[src/rtl/grf_wb_arbiter_pkg.sv]
`default_nettype none
// ============================================================================
//  Module      : grf_wb_arbiter_pkg
//  Description : Shared widths, constants and entry type for the GRF
//                write-back arbiter and its result buffer.
//  Revision    : 1.0  initial release
// ============================================================================
package grf_wb_arbiter_pkg;

   localparam int REG_W  = 5;
   localparam int DATA_W = 32;
   localparam logic [REG_W-1:0] REG_ZERO = 5'd0;

   // One buffered long-latency result (the live bit is kept separately)
   typedef struct packed {
      logic [REG_W-1:0]  number;
      logic [DATA_W-1:0] data;
      logic [DATA_W-1:0] pc;
   } wb_entry_t;

   // $0 is hard-wired, so writes to it carry no architectural effect
   function automatic logic is_real_reg(input logic [REG_W-1:0] n);
      return n != REG_ZERO;
   endfunction

endpackage
`default_nettype wire

[src/rtl/grf_wb_arbiter_wb_fifo.sv]
`default_nettype none
// ============================================================================
//  Module      : grf_wb_arbiter_wb_fifo
//  Description : Circular buffer of long-latency results. Each entry carries
//                a live bit that is cleared when a younger pipeline write to
//                the same register makes the buffered value obsolete.
//  Revision    : 1.0  initial release
// ============================================================================
module grf_wb_arbiter_wb_fifo
   import grf_wb_arbiter_pkg::*;
#(
   parameter int DEPTH = 4,
   parameter int AW    = 2
) (
   input  logic                   clk,
   input  logic                   reset,
   input  logic                   push_i,
   input  wb_entry_t              push_entry_i,
   input  logic                   push_live_i,
   input  logic                   pop_i,
   input  logic                   squash_i,
   input  logic [REG_W-1:0]       squash_number_i,
   output wb_entry_t              head_entry_o,
   output logic                   head_live_o,
   output logic [AW:0]            count_o,
   output logic [DEPTH-1:0]       live_o,
   output logic [DEPTH*REG_W-1:0] numbers_o
);

   wb_entry_t        entry_q [DEPTH];
   logic [DEPTH-1:0] live_q;
   logic [DEPTH-1:0] live_d;
   logic [AW-1:0]    head_q;
   logic [AW-1:0]    tail_q;
   logic [AW:0]      count_q;
   logic [AW:0]      count_d;

   // Per-entry live update: pop and squash clear, a push writes the new flag.
   // Free slots stay non-live, so the busy compare can scan every slot.
   always_comb begin
      live_d = live_q;
      for (int i = 0; i < DEPTH; i++) begin
         if (pop_i && (head_q == AW'(i)))
            live_d[i] = 1'b0;
         if (squash_i && (entry_q[i].number == squash_number_i))
            live_d[i] = 1'b0;
         if (push_i && (tail_q == AW'(i)))
            live_d[i] = push_live_i;
      end
   end

   // Occupancy: push and pop may coincide and then cancel out
   always_comb begin
      count_d = count_q;
      case ({push_i, pop_i})
         2'b10:   count_d = count_q + 1'b1;
         2'b01:   count_d = count_q - 1'b1;
         default: count_d = count_q;
      endcase
   end

   // Pointers, occupancy and live bits
   always_ff @(posedge clk) begin
      if (reset) begin
         head_q  <= '0;
         tail_q  <= '0;
         count_q <= '0;
         live_q  <= '0;
      end else begin
         live_q  <= live_d;
         count_q <= count_d;
         if (push_i)
            tail_q <= tail_q + 1'b1;
         if (pop_i)
            head_q <= head_q + 1'b1;
      end
   end

   // Payload storage needs no reset; the live bits gate every use of it
   always_ff @(posedge clk) begin
      if (push_i)
         entry_q[tail_q] <= push_entry_i;
   end

   generate
      for (genvar g = 0; g < DEPTH; g++) begin : g_num
         assign numbers_o[g*REG_W +: REG_W] = entry_q[g].number;
      end
   endgenerate

   assign head_entry_o = entry_q[head_q];
   assign head_live_o  = live_q[head_q];
   assign count_o      = count_q;
   assign live_o       = live_q;

endmodule
`default_nettype wire

[src/rtl/grf_wb_arbiter.sv]
`default_nettype none
// ============================================================================
//  Module      : grf_wb_arbiter
//  Description : Merges the W-stage write stream and buffered long-latency
//                results onto the single GRF write port, with pending-write
//                busy flags for decode.
//  Revision    : 1.0  initial release
// ============================================================================
module grf_wb_arbiter
   import grf_wb_arbiter_pkg::*;
#(
   parameter int DEPTH = 4,
   parameter int AW    = 2
) (
   input  logic              clk,
   input  logic              reset,
   input  logic              pipe_we,
   input  logic [REG_W-1:0]  pipe_number,
   input  logic [DATA_W-1:0] pipe_data,
   input  logic [DATA_W-1:0] pipe_pc,
   input  logic              lu_valid,
   output logic              lu_ready,
   input  logic [REG_W-1:0]  lu_number,
   input  logic [DATA_W-1:0] lu_data,
   input  logic [DATA_W-1:0] lu_pc,
   output logic              grf_we,
   output logic [REG_W-1:0]  grf_number,
   output logic [DATA_W-1:0] grf_data,
   output logic [DATA_W-1:0] grf_pc,
   input  logic [REG_W-1:0]  query_number1,
   input  logic [REG_W-1:0]  query_number2,
   output logic              query_busy1,
   output logic              query_busy2,
   output logic [AW:0]       count
);

   localparam logic [AW:0] c_depth = (AW+1)'(DEPTH);

   logic                   w_pipe_active;
   logic                   w_head_valid;
   logic                   w_push;
   logic                   w_push_live;
   logic                   w_pop;
   wb_entry_t              w_push_entry;
   wb_entry_t              w_head_entry;
   logic                   w_head_live;
   logic [AW:0]            w_count;
   logic [DEPTH-1:0]       w_live;
   logic [DEPTH*REG_W-1:0] w_numbers;

   assign w_pipe_active = pipe_we && is_real_reg(pipe_number) && !reset;
   assign w_head_valid  = (w_count != '0) && !reset;
   assign lu_ready      = (w_count < c_depth) && !reset;

   // Results for $0 are acknowledged but never buffered
   assign w_push       = lu_valid && lu_ready && is_real_reg(lu_number);
   // A same-cycle pipeline write to the same register is younger, so the
   // incoming result is born already obsolete
   assign w_push_live  = !(w_pipe_active && (lu_number == pipe_number));
   assign w_push_entry = '{number: lu_number, data: lu_data, pc: lu_pc};

   // A dead head always leaves; a live head leaves only when the port is free
   assign w_pop = w_head_valid && (!w_head_live || !w_pipe_active);

   grf_wb_arbiter_wb_fifo #(
      .DEPTH (DEPTH),
      .AW    (AW)
   ) u_fifo (
      .clk             (clk),
      .reset           (reset),
      .push_i          (w_push),
      .push_entry_i    (w_push_entry),
      .push_live_i     (w_push_live),
      .pop_i           (w_pop),
      .squash_i        (w_pipe_active),
      .squash_number_i (pipe_number),
      .head_entry_o    (w_head_entry),
      .head_live_o     (w_head_live),
      .count_o         (w_count),
      .live_o          (w_live),
      .numbers_o       (w_numbers)
   );

   // Write-port mux: pipeline first, then a live buffered head
   always_comb begin
      grf_we     = 1'b0;
      grf_number = '0;
      grf_data   = '0;
      grf_pc     = '0;
      if (w_pipe_active) begin
         grf_we     = 1'b1;
         grf_number = pipe_number;
         grf_data   = pipe_data;
         grf_pc     = pipe_pc;
      end else if (w_head_valid && w_head_live) begin
         grf_we     = 1'b1;
         grf_number = w_head_entry.number;
         grf_data   = w_head_entry.data;
         grf_pc     = w_head_entry.pc;
      end
   end

   // Busy flags scan live entries as they stand before this edge
   always_comb begin
      query_busy1 = 1'b0;
      query_busy2 = 1'b0;
      for (int i = 0; i < DEPTH; i++) begin
         if (w_live[i] && (w_numbers[i*REG_W +: REG_W] == query_number1))
            query_busy1 = 1'b1;
         if (w_live[i] && (w_numbers[i*REG_W +: REG_W] == query_number2))
            query_busy2 = 1'b1;
      end
      if (!is_real_reg(query_number1) || reset)
         query_busy1 = 1'b0;
      if (!is_real_reg(query_number2) || reset)
         query_busy2 = 1'b0;
   end

   assign count = w_count;

endmodule
`default_nettype wire

[config.mk]
export PLATFORM = sky130hd
export DESIGN_NAME = grf_wb_arbiter
export DESIGN_NICKNAME = d
export VERILOG_FILES = /design/src/rtl/grf_wb_arbiter_pkg.sv /design/src/rtl/grf_wb_arbiter_wb_fifo.sv /design/src/rtl/grf_wb_arbiter.sv
export SDC_FILE = /design/constraint.sdc
export NUM_CORES = 1
export LEC_CHECK = 0
export ABC_AREA = 0
export BUFFER_PORTS_ARGS = -buffer_cell sky130_fd_sc_hd__buf_4
export CELL_PAD_IN_SITES_DETAIL_PLACEMENT = 0
export CELL_PAD_IN_SITES_GLOBAL_PLACEMENT = 1
export CORE_ASPECT_RATIO = 1.75
export CORE_MARGIN = 3
export CORE_UTILIZATION = 44
export CTS_BUF_LIST = sky130_fd_sc_hd__clkbuf_8
export DETAILED_ROUTE_END_ITERATION = 10
export GPL_TIMING_DRIVEN = 0
export PLACE_DENSITY_LB_ADDON = 0.1
export SYNTH_ARGS = -nofsm -noshare
export SYNTH_HDL_FRONTEND = slang
export SYNTH_SLANG_ARGS = --single-unit
[constraint.sdc]
create_clock -name clk -period 2.8 [get_ports clk]
set_clock_uncertainty 0.05 [all_clocks]
set_input_delay 0.14 -clock clk [delete_from_list [all_inputs] [get_ports clk]]
set_output_delay 0.14 -clock clk [all_outputs]
set_load 0.05 [all_outputs]
* Yosys cells after proc, flatten, opt, wreduce, memory -nomap -nowiden *
Memory sizes are Yosys's and may differ from the RTL's. A register that Yosys moved wholly into a read port is not among the register bits.
Cells that the tools add are included.

cells by class
  reduce and logical (&&, ||, !) cells = 50
  $lt $le $gt $ge = 2
  muxes and demuxes = 37
  add/subtract/negate cells = 4
  equal/unequal tests = 21

operators with widths
  cell                   count
  $mux W32               4
  $eq A5 B5 Y1           13
  $logic_and A1 B1 Y1    29
  $mux W1                27
  $reduce_bool A5 Y1     4
  $reduce_bool A3 Y1     5
  $eq A2 B2 Y1 const B   5
  $mux W5                2
  $eq A2 B1 Y1 const B   3
  $logic_not A1 Y1       6
  $pmux W3 S2            1
  $add A2 B1 Y2 const B  2
  $logic_not A2 Y1       2
  $mux W2                2
  $add A3 B1 Y3 const B  1
  $logic_or A1 B1 Y1     3
  $lt A2 B3 Y1 const B   1
  $lt A3 B3 Y1 const B   1
  $sub A3 B1 Y3 const B  1
  $bmux W1 S2            1
  $reduce_bool A2 Y1     1

word-level totals
  memory bits (writable) = 276
  bits of input ports = 152
  flip-flop bits (word level) = 11
  word-level logic and storage cells = 122
  memories = 1
  output and inout port bits = 76

memories
  memory          depth  width  read ports  clocked after Yosys merged registers in  wr ports  RTL line                      source
  u_fifo.entry_q  4      69     5           1                                        1         grf_wb_arbiter_wb_fifo.sv:30  wb_entry_t entry_q [DEPTH];

* Longest topological paths before layout *
  depth in word-level cells = 10
  depth in mapped cells = 11
  mapped depth without buffers = 9

* Cells and area by module *
A second synthesis with hierarchy kept.

unflattened totals
  cell total of the unflattened synthesis = 664
  area total of the unflattened synthesis = 12399.4 sq um

modules (own cells, without submodules)
  module                  seq. area each (sq um)  area an instance (sq um)  cells an instance  times used
  grf_wb_arbiter_wb_fifo  8548.2                  11053.1                   485                1
  grf_wb_arbiter          0.0                     1346.3                    179                1

* Worst setup path after synthesis *
Ideal clock, no wire load.

  path type = register to register
  from = register u_fifo.count_q[2], in the netlist u_fifo.count_o[2]
  to = memory u_fifo.entry_q[3][0] in the netlist's numbering, enable pin
  setup slack = -0.930 ns
  path buffers = 1
  arrival time = 3.257 ns
  data required time = 2.327 ns
  stages on the path, launching flop included = 6
  period minus slack after synthesis = 3.730 ns
  setup time = 0.423 ns
  cells stage by stage = dfxtp_1 nor2_1 o311a_1 clkbuf_1 nand2_1 inv_1

between the ends
  longest elaborated chain between the ends = 6

RTL lines
  item                              RTL line                      source
  from (decl)                       grf_wb_arbiter_wb_fifo.sv:35  logic [AW:0] count_q;
  from (signal assigned)            grf_wb_arbiter_wb_fifo.sv:71  count_q <= count_d;
  $lt A3 B3 Y1                      grf_wb_arbiter.sv:53          assign lu_ready = (w_count < c_depth) && !reset;
  $logic_and A1 B1 Y1               grf_wb_arbiter.sv:53
  net lu_ready                      grf_wb_arbiter.sv:22          output logic lu_ready,
  $logic_and A1 B1 Y1 (2 in a row)  grf_wb_arbiter.sv:56          assign w_push = lu_valid && lu_ready && is_real_reg(lu_number);
  $mux W1                           grf_wb_arbiter_wb_fifo.sv:81  if (push_i)
  $mux W1 (implied by the code)     grf_wb_arbiter_wb_fifo.sv:82  entry_q[tail_q] <= push_entry_i;
  to (decl)                         grf_wb_arbiter_wb_fifo.sv:30

The timed path passes the listed nets, and every way through them passes these cells.

==> results.cfg <==
[logic_synthesis]
synth_top_family_by_area = multiplexers
synth-simple-area-share_pct = 2.65
ys_seq_elements = 289
synth_compound_area_share_pct = 6.02
synthTopCellsByArea = edfxtp_1 68%, mux4_2 13%, a22o_1 5.0%
syn_inst = 643
async_flop_share_pct = 0
synth-adder-area-share_pct = 1.09
ys_warn_count = 0
avgSynthCellArea_um2 = 18.9
yosysTopAreaCellShare_pct = 68.1
synth_xor_area_share_pct = 4.96
ys.flop_type = edfxtp_1
synth_cell_types = 36
yosysTopAreaCell = edfxtp_1
syn-num-nets = 805
synth_most_common_cell = edfxtp_1
muxShareOfSynthArea_pct = 12.9
synth_common_cells = 276 x edfxtp_1, 70 x mux4_2, 69 x a22o_1, 48 x xor2_1, 34 x clkbuf_1
synth_edf_count = 276
ys_seq_area_share_pct = 70.2
syn_area_um2 = 12200

[sta]
min_period_ns = 2.66
rsz0062_at_grt = no
setup_tns_ns = 0
tightestPinTransition_ns = 0.699
hold_violations = 0
finalSetupViolations = 0
maxSlewHeadroom_pct = 53.4
slew_violations = 0
period_share_pct = 94.9
setup_slack_ns = 0.142
hold_ws_ns = 0.107
clock.fmax_mhz = 376

[place]
dp.final_hpwl_um = 21000
place_worst_setup_slack_ns = -0.165
gp_routability_congestion = 0.874
port_buffers = 212
placed_cell_area_um2 = 14400

[drt]
vias_per_cell = 5.27
drtIter0Drc = 326
ant_nets = 0
wl_um = 30500
first_pass_iters = 7
num_vias = 7283
drc = 0
routedWlPerCell_um = 22.0

[critical_path]
crit_family = buffers and inverters
cp_slowest_stage_delay_ns = 0.44
critPathKind = reg2out
cp-start-kind = flop
regToRegSetupSlack_ns = 0.19
cp-end-kind = output pin
critPathArrivalTime_ns = 2.47
crit_required_ns = 2.61
cp_max_fo = 10
slowest_stage = dfxtp_2
cp_cell_sequence = clkbuf_2 -> buf_2 -> mux4_2 -> a22o_1 -> buf_4
path_buf_inv = 3

[floorplanning]
die_area_um2 = 29800
start_util_pct = 44.7
die_y_um = 226
chipWidth_um = 132
ios = 228
core_area_um2 = 27200
num_rows = 80

[global_route]
grt_max_degree = 35
grt_usage_pct = 20.3
antenna_found_initial = 1
gr-total-overflow = 0
grt_pass1_wl_um = 46000
grt_pass1_vias = 7961

[clock_tree]
htree_num_levels = 2
cts-root-buf = clkbuf_8
clock_path_buffers = 3
cts_tree = yes
numCtsBuffers = 43
clkLatencyLatePin_ns = 0.54
clock_sinks = 289
clk_pin_slew_ns = 0.07

[finish]
final_area_um2 = 16000
area.growth.synth_to_final_pct = 31.7
drive_gt1_share_pct = 38.8
layout.nets = 1143

[job]
cap_viol_max_count = 0

[pwr]
irDropWorstVdd_mv = 0.731
p_per_area_nw_per_um2 = 703
p_leak_nw = 5.70
p_total_mw = 11.3

[min_path]
hold_path_class = in2reg

[status]
status = finished clean
[per-layer routing]
metal  vias up  routed length (um)  share of wire (%)  global-route usage (%)
met5         -                   0                  0                       0
met4         0                1340                4.4                    9.29
met3        70                1490                4.9                    3.90
met2       233               16800                 55                    38.3
met1      3670               10800                 35                    21.8
li1       3310                   -                  -                       -
[worst min-delay path, stage by stage]
cell     delay [ns]
buf_4          0.16
xor2_1         0.13
nor4_1         0.10
o22ai_1        0.12
[placed cells by master (no fill, tap or decap), drive strengths merged, types with 2 or more instances in the layout]
cell,Yosys,routed
or3,2,2
o21bai,2,2
nor4,9,9
nor2,12,12
xnor2,21,21
dlygate4sd3,0,72
nand4,5,5
ha,9,9
nor3,5,5
nand2,6,6
clkinv,0,19
nand4b,4,4
o22ai,4,4
and3,2,2
a31oi,4,4
mux4,70,70
xor2,48,48
and2,4,4
edfxtp,276,276
clkinvlp,0,5
dfxtp,13,13
bufinv,0,3
clkbuf,34,76
or4,3,3
a21oi,3,3
a22o,69,69
nand3,4,4
inv,12,17
buf,14,238
[state kept, by name (all words and copies together) (netlist names), named ones only]
signal,count
u_fifo.head_q,2
u_fifo.count_o,3
u_fifo.live_o,4
u_fifo.tail_q,2
u_fifo.entry_q,276
[logic make-up after synthesis]
group	after synthesis
mux	70
fa+ha+maj	10
simple gates	58
compound gates	87
flops	289
xor+xnor	69
buf+inv	60
[what timing repair did]
| item | in CTS | in global routing |
|---|---|---|
| hold buffers | 72 | 0 |
| pin swaps | 1 | 0 |
| setup buffers | 3 | 0 |
| resized for setup | 13 | 17 |
| endpoints found under the hold margin | 280 | 0 |
| setup endpoints to repair | 69 | 53 |
[per-stage QoR]
stage	std cells	util, %
5_1_grt	1383	58.9
3_5_place_dp	1232	52.9
4_1_cts	1382	58.8
3_3_place_gp	1224	52.3
2_1_floorplan	643	-
6_report	1383	58.9
[layout make-up]
class	count	area, um^2
antenna	1	2.50
fill	2169	11200
clock buffer	45	619
tap	369	462
clock inverter	32	223
inverter	12	60.1
sequential	289	8560
buffer	46	231
multi-input combinational	294	3380
timing repair buffer	295	2490
[power by group]
group / leakage (nW) / switching, mW / total (mW) / internal, mW
Clock: 0.464 / 1.58 / 3.36 / 1.78
Combinational: 2.62 / 1.51 / 2.84 / 1.33
Sequential: 2.61 / 0.122 / 5.06 / 4.94
[worst paths after layout]
check                         start                end  cells after the start
setup / recovery               flop       grf_data[27]                      5
hold / removal       pipe_number[1]   u_fifo.live_o[3]                      4
setup reg to reg   u_fifo.head_q[1]  u_fifo.count_o[2]                      8
hold reg to reg   u_fifo.count_o[2]  u_fifo.count_o[2]                      2
(Power assumes the default switching activity.)
